===== config.mk =====
export PLATFORM = sky130hd
export DESIGN_NAME = sound_square_channel
export DESIGN_NICKNAME = d
export VERILOG_FILES = /design/src/rtl/sound_square_channel.sv
export SDC_FILE = /design/constraint.sdc
export NUM_CORES = 1
export LEC_CHECK = 0
export ABC_AREA = 1
export BUFFER_PORTS_ARGS = -buffer_cell sky130_fd_sc_hd__buf_4
export CAP_MARGIN = 10
export CORE_UTILIZATION = 31
export CTS_CLUSTER_DIAMETER = 80
export DETAILED_ROUTE_END_ITERATION = 8
export SYNTH_ARGS = -nofsm -noshare
export SYNTH_HDL_FRONTEND = slang
export SYNTH_SLANG_ARGS = --single-unit

===== constraint.sdc =====
create_clock -name I_CLK -period 4.6 [get_ports I_CLK]
set_clock_uncertainty 0.1 [all_clocks]
set_input_delay 0.46 -clock I_CLK [delete_from_list [all_inputs] [get_ports I_CLK]]
set_output_delay 0.46 -clock I_CLK [all_outputs]
set_load 0.1 [all_outputs]

===== src/rtl/sound_square_channel.sv =====
`timescale 1ns/1ps
// Square-wave sound channel: duty generator with length counter, volume envelope
// and an optional frequency sweep unit, controlled through five CPU I/O registers.
module sound_square_channel #(
  parameter logic [15:0] BASE_ADDR     = 16'hFF10,
  parameter int          HAS_SWEEP     = 1,
  parameter int          FREQ_TICK_DIV = 8,
  parameter int          FRAME_DIV     = 64453
) (
  input  logic        I_CLK,
  input  logic        I_RESET,
  input  logic [15:0] I_IOREG_ADDR,
  input  logic [7:0]  I_IOREG_WDATA,
  input  logic        I_IOREG_WE_L,
  output logic [7:0]  O_IOREG_RDATA,
  output logic        O_IOREG_HIT,
  output logic [3:0]  O_SAMPLE,
  output logic        O_ACTIVE
);

  localparam int TW = $clog2(FREQ_TICK_DIV + 1);
  localparam int FW = $clog2(FRAME_DIV + 1);

  logic [15:0]   rel;
  logic          we, wr0, wr1, wr2, wr3, wr4, trigger;
  logic [1:0]    duty;
  logic [7:0]    nr2;
  logic [10:0]   freq;
  logic          len_en;
  logic          enable;
  logic [6:0]    len_cnt;
  logic [11:0]   freq_timer;
  logic [2:0]    duty_step;
  logic [3:0]    volume;
  logic [2:0]    env_timer;
  logic [TW-1:0] tick_cnt;
  logic [FW-1:0] frame_cnt;
  logic [2:0]    frame_step;
  logic [3:0]    sample;
  logic          tick, frame_tick, len_clk, env_clk, dac_on, duty_bit;
  logic [10:0]   trig_freq;
  logic          sweep_ovf_trig, sweep_ovf_clk, sweep_wb;
  logic [10:0]   sweep_wb_freq;
  logic [7:0]    nr0_rd;

  assign rel         = I_IOREG_ADDR - BASE_ADDR;
  assign O_IOREG_HIT = (I_IOREG_ADDR >= BASE_ADDR) && (rel <= 16'd4);
  assign we          = O_IOREG_HIT && !I_IOREG_WE_L;
  assign wr0         = we && (rel == 16'd0);
  assign wr1         = we && (rel == 16'd1);
  assign wr2         = we && (rel == 16'd2);
  assign wr3         = we && (rel == 16'd3);
  assign wr4         = we && (rel == 16'd4);
  assign trigger     = wr4 && I_IOREG_WDATA[7];
  assign trig_freq   = {I_IOREG_WDATA[2:0], freq[7:0]};

  assign tick       = (tick_cnt == TW'(FREQ_TICK_DIV - 1));
  assign frame_tick = (frame_cnt == FW'(FRAME_DIV - 1));
  assign len_clk    = frame_tick && !frame_step[0];
  assign env_clk    = frame_tick && (frame_step == 3'd7);
  assign dac_on     = (nr2[7:3] != 5'd0);

  function automatic logic [11:0] sweep_next(input logic [10:0] s, input logic dec,
                                             input logic [2:0] sh);
    logic [11:0] delta;
    delta = {1'b0, s >> sh};
    return dec ? ({1'b0, s} - delta) : ({1'b0, s} + delta);
  endfunction

  if (HAS_SWEEP != 0) begin : g_sweep
    logic [6:0]  nr0;
    logic [3:0]  sweep_timer, reload;
    logic [10:0] shadow;
    logic [11:0] calc, trig_calc;
    logic        sweep_clk, fire;

    assign sweep_clk      = frame_tick && (frame_step[1:0] == 2'b10);
    assign reload         = (nr0[6:4] == 3'd0) ? 4'd8 : {1'b0, nr0[6:4]};
    assign calc           = sweep_next(shadow, nr0[3], nr0[2:0]);
    assign trig_calc      = sweep_next(trig_freq, nr0[3], nr0[2:0]);
    assign fire           = sweep_clk && !trigger && (sweep_timer <= 4'd1) && (nr0[6:4] != 3'd0);
    assign sweep_ovf_trig = (nr0[2:0] != 3'd0) && trig_calc[11];
    assign sweep_ovf_clk  = fire && calc[11];
    assign sweep_wb       = fire && !calc[11] && (nr0[2:0] != 3'd0);
    assign sweep_wb_freq  = calc[10:0];
    assign nr0_rd         = {1'b1, nr0};

    always_ff @(posedge I_CLK) begin
      if (I_RESET) begin
        nr0         <= '0;
        sweep_timer <= '0;
        shadow      <= '0;
      end else begin
        if (wr0) nr0 <= I_IOREG_WDATA[6:0];
        if (trigger) begin
          sweep_timer <= reload;
          shadow      <= trig_freq;
        end else if (sweep_clk) begin
          if (sweep_timer <= 4'd1) begin
            sweep_timer <= reload;
            if (sweep_wb) shadow <= calc[10:0];
          end else begin
            sweep_timer <= sweep_timer - 4'd1;
          end
        end
      end
    end
  end else begin : g_no_sweep
    assign sweep_ovf_trig = 1'b0;
    assign sweep_ovf_clk  = 1'b0;
    assign sweep_wb       = 1'b0;
    assign sweep_wb_freq  = '0;
    assign nr0_rd         = 8'hFF;
  end

  // NOTE: every always_comb output gets a default first so no path can infer a latch.
  always_comb begin
    duty_bit = 1'b0;
    case (duty)
      2'b00:   duty_bit = 8'b0000_0001 >> (3'd7 - duty_step);
      2'b01:   duty_bit = 8'b1000_0001 >> (3'd7 - duty_step);
      2'b10:   duty_bit = 8'b1000_0111 >> (3'd7 - duty_step);
      default: duty_bit = 8'b0111_1110 >> (3'd7 - duty_step);
    endcase
  end

  always_comb begin
    O_IOREG_RDATA = 8'hFF;
    if (O_IOREG_HIT) begin
      case (rel[2:0])
        3'd0:    O_IOREG_RDATA = nr0_rd;
        3'd1:    O_IOREG_RDATA = {duty, 6'h3F};
        3'd2:    O_IOREG_RDATA = nr2;
        3'd4:    O_IOREG_RDATA = {1'b1, len_en, 6'h3F};
        default: O_IOREG_RDATA = 8'hFF;
      endcase
    end
  end

  // NOTE: sequential state uses non-blocking assignments; where several assignments to one
  // signal are reachable in a cycle, the last one wins, and that ordering encodes priority.
  always_ff @(posedge I_CLK) begin
    if (I_RESET) begin
      duty <= '0; nr2 <= '0; freq <= '0; len_en <= 1'b0; enable <= 1'b0;
      len_cnt <= '0; freq_timer <= '0; duty_step <= '0; volume <= '0; env_timer <= '0;
      tick_cnt <= '0; frame_cnt <= '0; frame_step <= '0; sample <= '0;
    end else begin
      tick_cnt  <= tick ? '0 : tick_cnt + 1'b1;
      frame_cnt <= frame_tick ? '0 : frame_cnt + 1'b1;
      if (frame_tick) frame_step <= frame_step + 3'd1;

      if (wr1) duty <= I_IOREG_WDATA[7:6];
      if (wr2) nr2 <= I_IOREG_WDATA;
      if (wr4) len_en <= I_IOREG_WDATA[6];
      // Sweep write-back first so a CPU write to the same register overrides it.
      if (sweep_wb) freq <= sweep_wb_freq;
      if (wr3) freq[7:0] <= I_IOREG_WDATA;
      if (wr4) freq[10:8] <= I_IOREG_WDATA[2:0];

      if (trigger) begin
        freq_timer <= 12'd2048 - {1'b0, trig_freq};
      end else if (tick) begin
        if (freq_timer <= 12'd1) begin
          freq_timer <= 12'd2048 - {1'b0, freq};
          duty_step  <= duty_step + 3'd1;
        end else begin
          freq_timer <= freq_timer - 12'd1;
        end
      end

      if (trigger) begin
        if (len_cnt == 7'd0) len_cnt <= 7'd64;
      end else if (len_clk && len_en && (len_cnt != 7'd0)) begin
        len_cnt <= len_cnt - 7'd1;
        if (len_cnt == 7'd1) enable <= 1'b0;
      end
      if (wr1) len_cnt <= 7'd64 - {1'b0, I_IOREG_WDATA[5:0]};

      if (trigger) begin
        volume    <= nr2[7:4];
        env_timer <= nr2[2:0];
      end else if (env_clk && (nr2[2:0] != 3'd0)) begin
        if (env_timer <= 3'd1) begin
          env_timer <= nr2[2:0];
          if (nr2[3]) begin
            if (volume != 4'd15) volume <= volume + 4'd1;
          end else if (volume != 4'd0) begin
            volume <= volume - 4'd1;
          end
        end else begin
          env_timer <= env_timer - 3'd1;
        end
      end

      if (sweep_ovf_clk) enable <= 1'b0;
      if (trigger) enable <= dac_on && !sweep_ovf_trig;
      if (wr2 && (I_IOREG_WDATA[7:3] == 5'd0)) enable <= 1'b0;

      sample <= (enable && duty_bit) ? volume : 4'd0;
    end
  end

  assign O_SAMPLE = sample;
  assign O_ACTIVE = enable;

endmodule


======== Yosys cells after proc, flatten, opt, wreduce, memory -nomap -nowiden ========
Index checks and enable logic that the tools add are counted.
cells by class
  add/sub/neg operators ................... 19
  order comparisons ....................... 5
  equal/unequal tests ..................... 17
  shift-type cells ........................ 6
  mux-type cells .......................... 35
  bitwise gates (word level) .............. 2
  reductions and logical operators ........ 62
operators by type and width
  cell                                                   count
  2-to-1 mux 12 bit                                      5
  2-to-1 mux 11 bit                                      4
  2-to-1 mux 4 bit                                       10
  == test 16 x 2 -> 1 bit (second input constant)        2
  one-hot mux 8 bit (4 select lines)                     1
  2-to-1 mux 7 bit                                       4
  adder 11 x 11 -> 12 bit                                2
  logical AND 1 bit                                      24
  subtractor 11 x 11 -> 12 bit                           2
  subtractor 12 x 11 -> 12 bit (first input constant)    2
  right shift 11 x 3 -> 11 bit                           2
  nonzero test 3 bit                                     7
  adder 16 x 1 -> 16 bit (second input constant)         1
  == test 16 x 1 -> 1 bit (second input constant)        1
  == test 16 bit (second input constant)                 1
  == test 16 x 3 -> 1 bit (second input constant)        1
  >= comparator 16 bit (second input constant)           1
  <= comparator 16 x 3 -> 1 bit (second input constant)  1
  logical NOT 16 bit                                     1
  2-to-1 mux 8 bit                                       2
  nonzero test 2 bit                                     8
  right shift 8 x 3 -> 1 bit (first input constant)      2
  subtractor 16 bit (second input constant)              1
  <= comparator 12 x 1 -> 1 bit (second input constant)  1
  38 further kinds                                       60
storage, ports and cells
  register bits ........................... 101
  bits of input ports ..................... 27
  output and inout port bits .............. 14
  logic and storage cells ................. 164

======== Longest topological paths before layout ========
Gate-level depths: netlist of run 1.
  word-level depth ........................ 16
  depth in mapped cells ................... 31
  mapped depth without buffers ............ 28

======== Worst setup path after synthesis of run 1 ========
No wires, ideal clock.
  path kind ............................... register -> register
  start ................................... reg g_sweep.nr0[0]
  end ..................................... reg freq[7]
  setup time .............................. 67 ps
  arrival time ............................ 3313 ps
  required time ........................... 4433 ps
  setup slack ............................. 1120 ps
  cell stages (with the launch flop) ...... 31
  buffers on the path ..................... 4
  period minus slack after synthesis ...... 3480 ps
  path through ............................ dfxtp_1 > buf_4 > inv_2 > buf_6 > nand2_1 > nand2_1 > nand2_1 > nand3_1 > o21ai_2 > inv_1 > ha_1 > nand2_1 > nor2_1 > nand4_1 > nand3b_1 > nand2_1 > xor2_1 > inv_1 > ha_1 > inv_1 > nor3_1 > nand3_1 > nand3_1 > inv_1 > nand3_1 > nand2_2 > nand2_2 > buf_6 > buf_6 > nand3_2 > a21oi_2
on the way
  longest elaborated chain between the ends .. 7
  elaborated cells between the ends (all ways) .. 11
  classes of those cells .................. add/sub (2); shift (1); mux (3); reduce/logical (5)
RTL lines
  item                                                                     RTL line  RTL
  start, declared                                                          71        logic [6:0] nr0;
  start signal, assigned                                                   94        if (wr0) nr0 <= I_IOREG_WDATA[6:0];
  right shift 11 x 3 -> 11 bit                                             66        delta = {1'b0, s >> sh};
  adder 11 x 11 -> 12 bit or subtractor 11 x 11 -> 12 bit (tied branches)  67        return dec ? ({1'b0, s} - delta) : ({1'b0, s} + delta);
  2-to-1 mux 12 bit                                                        67
  logical NOT 1 bit                                                        84        assign sweep_wb = fire && !calc[11] && (nr0[2:0] != 3'd0);
  logical AND 1 bit (2 in a row)                                           84
  nonzero test 2 bit (no line)                                             --
  end signal, assigned                                                     156       if (sweep_wb) freq <= sweep_wb_freq;
  end, declared                                                            28        logic [10:0] freq;
Parallel ways exist; a longest one is shown, timed or not. The select of a mux whose other input is x is not followed.
A chain may end at the register's enable or synchronous reset.

======== Worst setup path after layout of run 1 ========
  start ................................... reg g_sweep.nr0[0]
  end ..................................... reg freq[0]
Same word-level chain as after synthesis.

==> results of run 1 <==
-- power by group through the flow --
stage	clock network (uW)	registers [uW]	logic [uW]
2_1_floorplan	0	901	72.3
3_3_place_gp	0	902	125
3_5_place_dp	0	902	126
4_1_cts	769	882	127
5_1_grt	798	882	143
6_report	744	882	127
-- final cells by class --
type                    count  area, um^2  area share (%)
flip-flops and latches    101        2020            23.1
clock inverters             5        38.8           0.444
repair buffers             56         420            4.81
inverters                 182         691            7.90
clock buffers              11         243            2.78
multi-input cells         916        4920            56.3
well taps                 324         405            4.64
-- cell usage in the layout (no fill, tap or decap), types with 4 or more instances in the layout --
cell type,count
nand2_1,280
inv_1,176
nor2_1,126
dfxtp_1,100
nand3_1,98
o21ai_0,90
a21oi_1,83
buf_4,56
ha_1,44
xor2_1,43
nand4_1,21
nor3_1,17
o211ai_1,12
xnor2_1,12
nand2_2,9
nand3b_1,9
clkbuf_16,9
o21ai_1,6
a211oi_1,6
o221ai_1,6
o22ai_1,5
a31oi_1,5
o21ai_2,4
o311ai_0,4
o2111ai_1,4
-- metrics by stage --
stage / power [uW] / worst slack (ns) / cell area [um^2] / instances
global placement: 1030 / 0.434 / 8450 / 1579
floorplan: 974 / 1.12 / 7840 / 1239
finish: 1750 / 0.501 / 8740 / 1595
detailed placement: 1030 / 0.347 / 8450 / 1579
CTS: 1780 / 0.315 / 8730 / 1595
global route: 1820 / 0.0175 / 8740 / 1595
-- worst max path at each step --
| stage | to | depth (start not counted) | startpoint | slack [ns] |
|---|---|---|---|---|
| after floorplan | freq[7] | 30 | g_sweep.nr0[0] | 1.12 |
| after global placement | freq[0] | 27 | g_sweep.nr0[1] | 0.43 |
| after detailed placement | freq[1] | 27 | g_sweep.nr0[1] | 0.35 |
| after CTS | freq[1] | 27 | g_sweep.nr0[1] | 0.32 |
| after global routing | freq[0] | 30 | g_sweep.nr0[0] | 0.02 |
| final | freq[0] | 30 | g_sweep.nr0[0] | 0.50 |
-- cells by family (layout without fill, tap and decap cells) --
kind of cell / count (synthesis) / count (layout) / share of synthesized area [%]
buffers and inverters: 222 / 254 / 11.5
xor gates and xnor gates: 55 / 55 / 6.15
AOI/OAI and AO/OA: 237 / 237 / 17.2
and+or+nand+nor: 578 / 578 / 31.8
adders and majority gates: 46 / 46 / 7.54
DFF: 101 / 101 / 25.8
-- critical path: cells and delay by family (launching register included) --
kind / cells / cell delay [ns]
AOI/OAI and AO/OA: 1 / 0.08
xor gates and xnor gates: 1 / 0.15
DFF: 1 / 0.30
adders and majority gates: 2 / 0.48
buffers and inverters: 7 / 0.77
and+or+nand+nor: 19 / 2.16
-- flip-flops by register name, indices dropped and copies added (netlist names) --
register / cells
nr2: 8
freq_timer: 12
env_timer: 3
O_SAMPLE: 4
freq: 11
frame_step: 3
O_ACTIVE: 1
frame_cnt: 16
duty_step: 3
tick_cnt: 4
duty: 2
volume: 4
len_en: 1
g_sweep.nr0: 7
len_cnt: 7
g_sweep.shadow: 11
g_sweep.sweep_timer: 4
-- layer usage --
layer	share of wire (%)	vias to the layer above	global-route usage, %
met3	3.8	20	2.75
met4	2.2	0	5.40
met1	48	3539	22.9
met5	0	-	0
met2	47	159	28.0
li1	-	4101	-
-- repair_timing --
item | 4_1_cts | 5_1_grt
gates resized for setup | 0 | 6
endpoints found under the setup margin | 0 | 22
hold buffers | 0 | 0
hold endpoints to repair | 0 | 0
==> results.cfg, run 1 <==
[pwr]
p_int_uw = 1310
swShare_pct = 25.1
power.switching_uw = 440
cellPowerDensity_nw_per_um2 = 200
power_frac_comb_pct = 7.2
clock_power_share_pct = 42.5
vdd_drop_max_uv = 169
total_leakage_power_uw = 0.00403
seq_power_share_pct = 50.3

[critical_path]
crit_path_start_kind = flip-flop
crit_top_cell = nand2_1
r2r_slack_ns = 0.50
crit_fanout = 15
reg2reg_depth = 30
r2r_end = freq[0]
arrival_ns = 4.29
rr_startpoint = g_sweep.nr0[0]
worstPathRequired_ns = 4.79
critical-path-max-stage-delay_ns = 0.33
end_kind = flip-flop
slowest_stage = ha_1
crit_type = flip-flop to flip-flop

[clocking]
cts_buffers = 9
clock_path_buffers = 2
clk_pin_slew_ns = 0.08
root_buffer = clkbuf_16
clk_latency_ns = 0.35
post_cts_buffers = 0
htreeDepth = 3
cts_tree = yes
clkSinkCount = 101

[synth]
synthDominantAreaCellType = dfxtp_1
yosys-top-cells-count = 280 x nand2_1, 176 x inv_1, 126 x nor2_1
yosysTopAreaCellShare_pct = 25.8
async_flop_share_pct = 0
yosys_register_bits = 101
yosysMostFrequentCell = nand2_1
synth_nets = 1312
syn_area_um2 = 7840
avgSynthCellArea_um2 = 6.33
yosysWarningCount = 0
synthTopCellsByArea = dfxtp_1 26%, nand2_1 13%, inv_1 8.4%
synth_edf_count = 0
syn_inst = 1239
synth_flop_cell = dfxtp_1
seq_area_frac_synth_pct = 25.8
ys_types = 47

[min_path]
hp-class = input port to flip-flop
hold_depth = 3
hold_start = I_IOREG_WDATA[7]
min_to = duty[1]

[place]
io_buffers = 40
post-dp-hpwl_um = 16900
globalplace.congestion = 0.876

[timing]
fin_crit_sh_pct = 89.1
final-hold-violation-count = 0
fmax_mhz = 244
tightest_slew_ns = 0.727
setup_viol = 0
grt_setup_unrepaired = no
slew_violations = 0
holdWs_ns = 0.309
final.setup.tns_ns = 0
layout_min_cycle_time_ns = 4.10
maxSlewHeadroom_pct = 51.1

[detailed_routing]
drt_iter0_drc = 631
detail_route.wl_per_cell_um = 13.7
vias = 7819
wl_um = 21900
via_per_inst = 4.90
drtPass1Iterations = 5
drc = 0
ant_nets = 0

[finish]
num_antenna_cells = 0
finalNetCount = 1339
syn_to_final_growth_pct = 11.6
drive_above_1_share_pct = 7.79
utilization_pct = 35.6
fillers = 2693

[global_route]
grt_pass1_wl_um = 35900
antenna_found_initial = 0
grt.total_usage_pct = 17.1
first_global_vias = 7114
grt_max_degree = 44
overflow = 0

[floorplanning]
dieArea_um2 = 25900
start_util_pct = 31.9
core_area_um2 = 24500
pin_count = 41
die_x_um = 161
die_h_um = 161
num_rows = 57

[run_status]
status = completed

[flow_run]
maxCapViolCount = 0
Power figures use the tool's default switching activity.
==> run 2, diff against run 1 <==
--- a/config.mk
+++ b/config.mk
@@ -11,6 +11,7 @@
 export CORE_UTILIZATION = 31
 export CTS_CLUSTER_DIAMETER = 80
 export DETAILED_ROUTE_END_ITERATION = 8
+export PLACE_DENSITY_LB_ADDON = 0.15
 export SYNTH_ARGS = -nofsm -noshare
 export SYNTH_HDL_FRONTEND = slang
 export SYNTH_SLANG_ARGS = --single-unit
==> run 2 against run 1 <==
  * Die area unchanged
  * Critical endpoint is now freq[1]
  * Via count decreased by 1.3%
  * Sequential power about the same
  * Flip-flop and latch count unchanged
  * Routed wire length increased by 5.4%
  * Final cell count decreased by 0.19%
  * First-iteration DRC count decreased by 35%
  * Global-route usage increased by 1.2 points
  * Critical path depth decreased by 2
==> results.cfg, run 2 (synthesized netlist as in run 1, its figures left out) <==
[pwr]
power_frac_comb_pct = 7.1
cellPowerDensity_nw_per_um2 = 203
swShare_pct = 26.7
seq_power_share_pct = 49.8
vdd_drop_max_uv = 158
power.switching_uw = 473
total_leakage_power_uw = 0.00401
clock_power_share_pct = 43.1
p_int_uw = 1300

[timing]
grt_setup_unrepaired = no
layout_min_cycle_time_ns = 4.09
maxSlewHeadroom_pct = 37.8
fin_crit_sh_pct = 88.9
setup_viol = 0
tightest_slew_ns = 0.926
final.setup.tns_ns = 0
slew_violations = 0
final-hold-violation-count = 0
fmax_mhz = 245

[detailed_routing]
detail_route.wl_per_cell_um = 14.5
ant_nets = 0
via_per_inst = 4.85
drtPass1Iterations = 5
vias = 7716
met3_length_um = 633
top_layer_used = met4
drc = 0
wl_met1_um = 11600
drt_iter0_drc = 410
wl_met2_um = 10600
wl_um = 23100

[place]
globalplace.congestion = 0.867
place_area_um2 = 8430
io_buffers = 40
post-dp-hpwl_um = 17600
dp.cells = 1576

[finish]
finalInstanceArea_um2 = 8720
final_cell_mix = 280 x nand2_1, 176 x inv_1, 126 x nor2_1
regMostFlops = frame_cnt
utilization_pct = 35.6
layout.cells.non_filler = 1592
fillers = 2755
largest_reg_flops = 16
largestRegisters = frame_cnt x16, freq_timer x12
syn_to_final_growth_pct = 11.3
num_antenna_cells = 0
drive_above_1_share_pct = 7.65
layout_commonest_cell = nand2_1
finalNetCount = 1336

[global_route]
grt.total_usage_pct = 18.3
overflow = 0
grt_max_degree = 47
antenna_found_initial = 0
first_global_vias = 7244
grt_pass1_wl_um = 38100

[floorplanning]
core_area_um2 = 24500
pin_count = 41
num_rows = 57
dieArea_um2 = 25900
start_util_pct = 31.9
die_x_um = 161
die_h_um = 161

[clocking]
clk_pin_slew_ns = 0.07
clkSinkCount = 101
cts_tree = yes
cts_buffers = 9
clock_path_buffers = 2
root_buffer = clkbuf_16
htreeDepth = 3
clk_latency_ns = 0.35
hold_buffers = 0
post_cts_buffers = 0

[min_path]
hp-class = input port to flip-flop
hold_depth = 3

[critical_path]
arrival_ns = 4.28
slowest_stage = dfxtp_1
reg2reg_depth = 28
crit_path_start_kind = flip-flop
crit_fanout = 17
crit_type = flip-flop to flip-flop
worstPathRequired_ns = 4.79
end_kind = flip-flop
critical-path-max-stage-delay_ns = 0.42

[run_status]
status = completed

[flow_run]
maxCapViolCount = 0
==> run 2: cell count changes in the layout (fill, tap and decap cells not counted), sizes merged <==
cell / change
buf: -3
clkbuf: -2
clkinv: +1
clkinvlp: +1
==> run 2: timing repair <==
action | in CTS | in global routing
resized for setup | 0 | 3
setup endpoints to repair | 0 | 19
hold endpoints to repair | 0 | 0
==> run 2: final timing paths <==
check	slack, ns	startpoint	to
max reg2reg	0.51	g_sweep.nr0[1]	freq[1]
min reg2reg	0.35	frame_cnt[0]	frame_cnt[0]
min	0.29	I_IOREG_WDATA[7]	duty[1]
max	0.51	g_sweep.nr0[1]	freq[1]
==> run 2: through the flow <==
step	setup WS (ns)	hold slack (ns)	total power (uW)
2_1_floorplan	1.12	0.317	974
5_1_grt	0.0256	0.307	1850
3_3_place_gp	0.485	0.325	1030
3_5_place_dp	0.410	0.339	1030
6_report	0.512	0.294	1770
4_1_cts	0.382	0.279	1790
==> run 2: cell type report <==
type                            count  area (um^2)  area share [%]
Clock inverter                      7         60.1           0.689
Sequential cell                   101         2020            23.2
Tap cell                          324          405            4.65
Clock buffer                        9          225            2.58
Inverter                          182          686            7.86
Timing Repair Buffer               53          402            4.60
Multi-Input combinational cell    916         4920            56.4
==> run 2: worst max-delay path, delay by kind of cell (launching register included) <==
kind	cells	cell delay (ns)
buffers and inverters	6	0.73
and+or+nand+nor	19	2.12
xor gates and xnor gates	1	0.15
DFF	1	0.42
adders and majority gates	2	0.51
==> run 2: routing by layer <==
| metal | GRT usage, % | up-vias |
|---|---|---|
| met2 | 31.0 | 111 |
| met1 | 24.9 | 3496 |
| met4 | 3.86 | 0 |
| met3 | 2.11 | 19 |
| li1 | - | 4090 |
| met5 | 0 | - |
==> run 2: power groups by stage <==
stage                     logic, uW  clock network, uW  registers, uW
after floorplan                72.3                  0            901
after global placement          126                  0            902
after detailed placement        126                  0            902
after CTS                       127                785            882
after global routing            143                819            883
final                           125                764            881
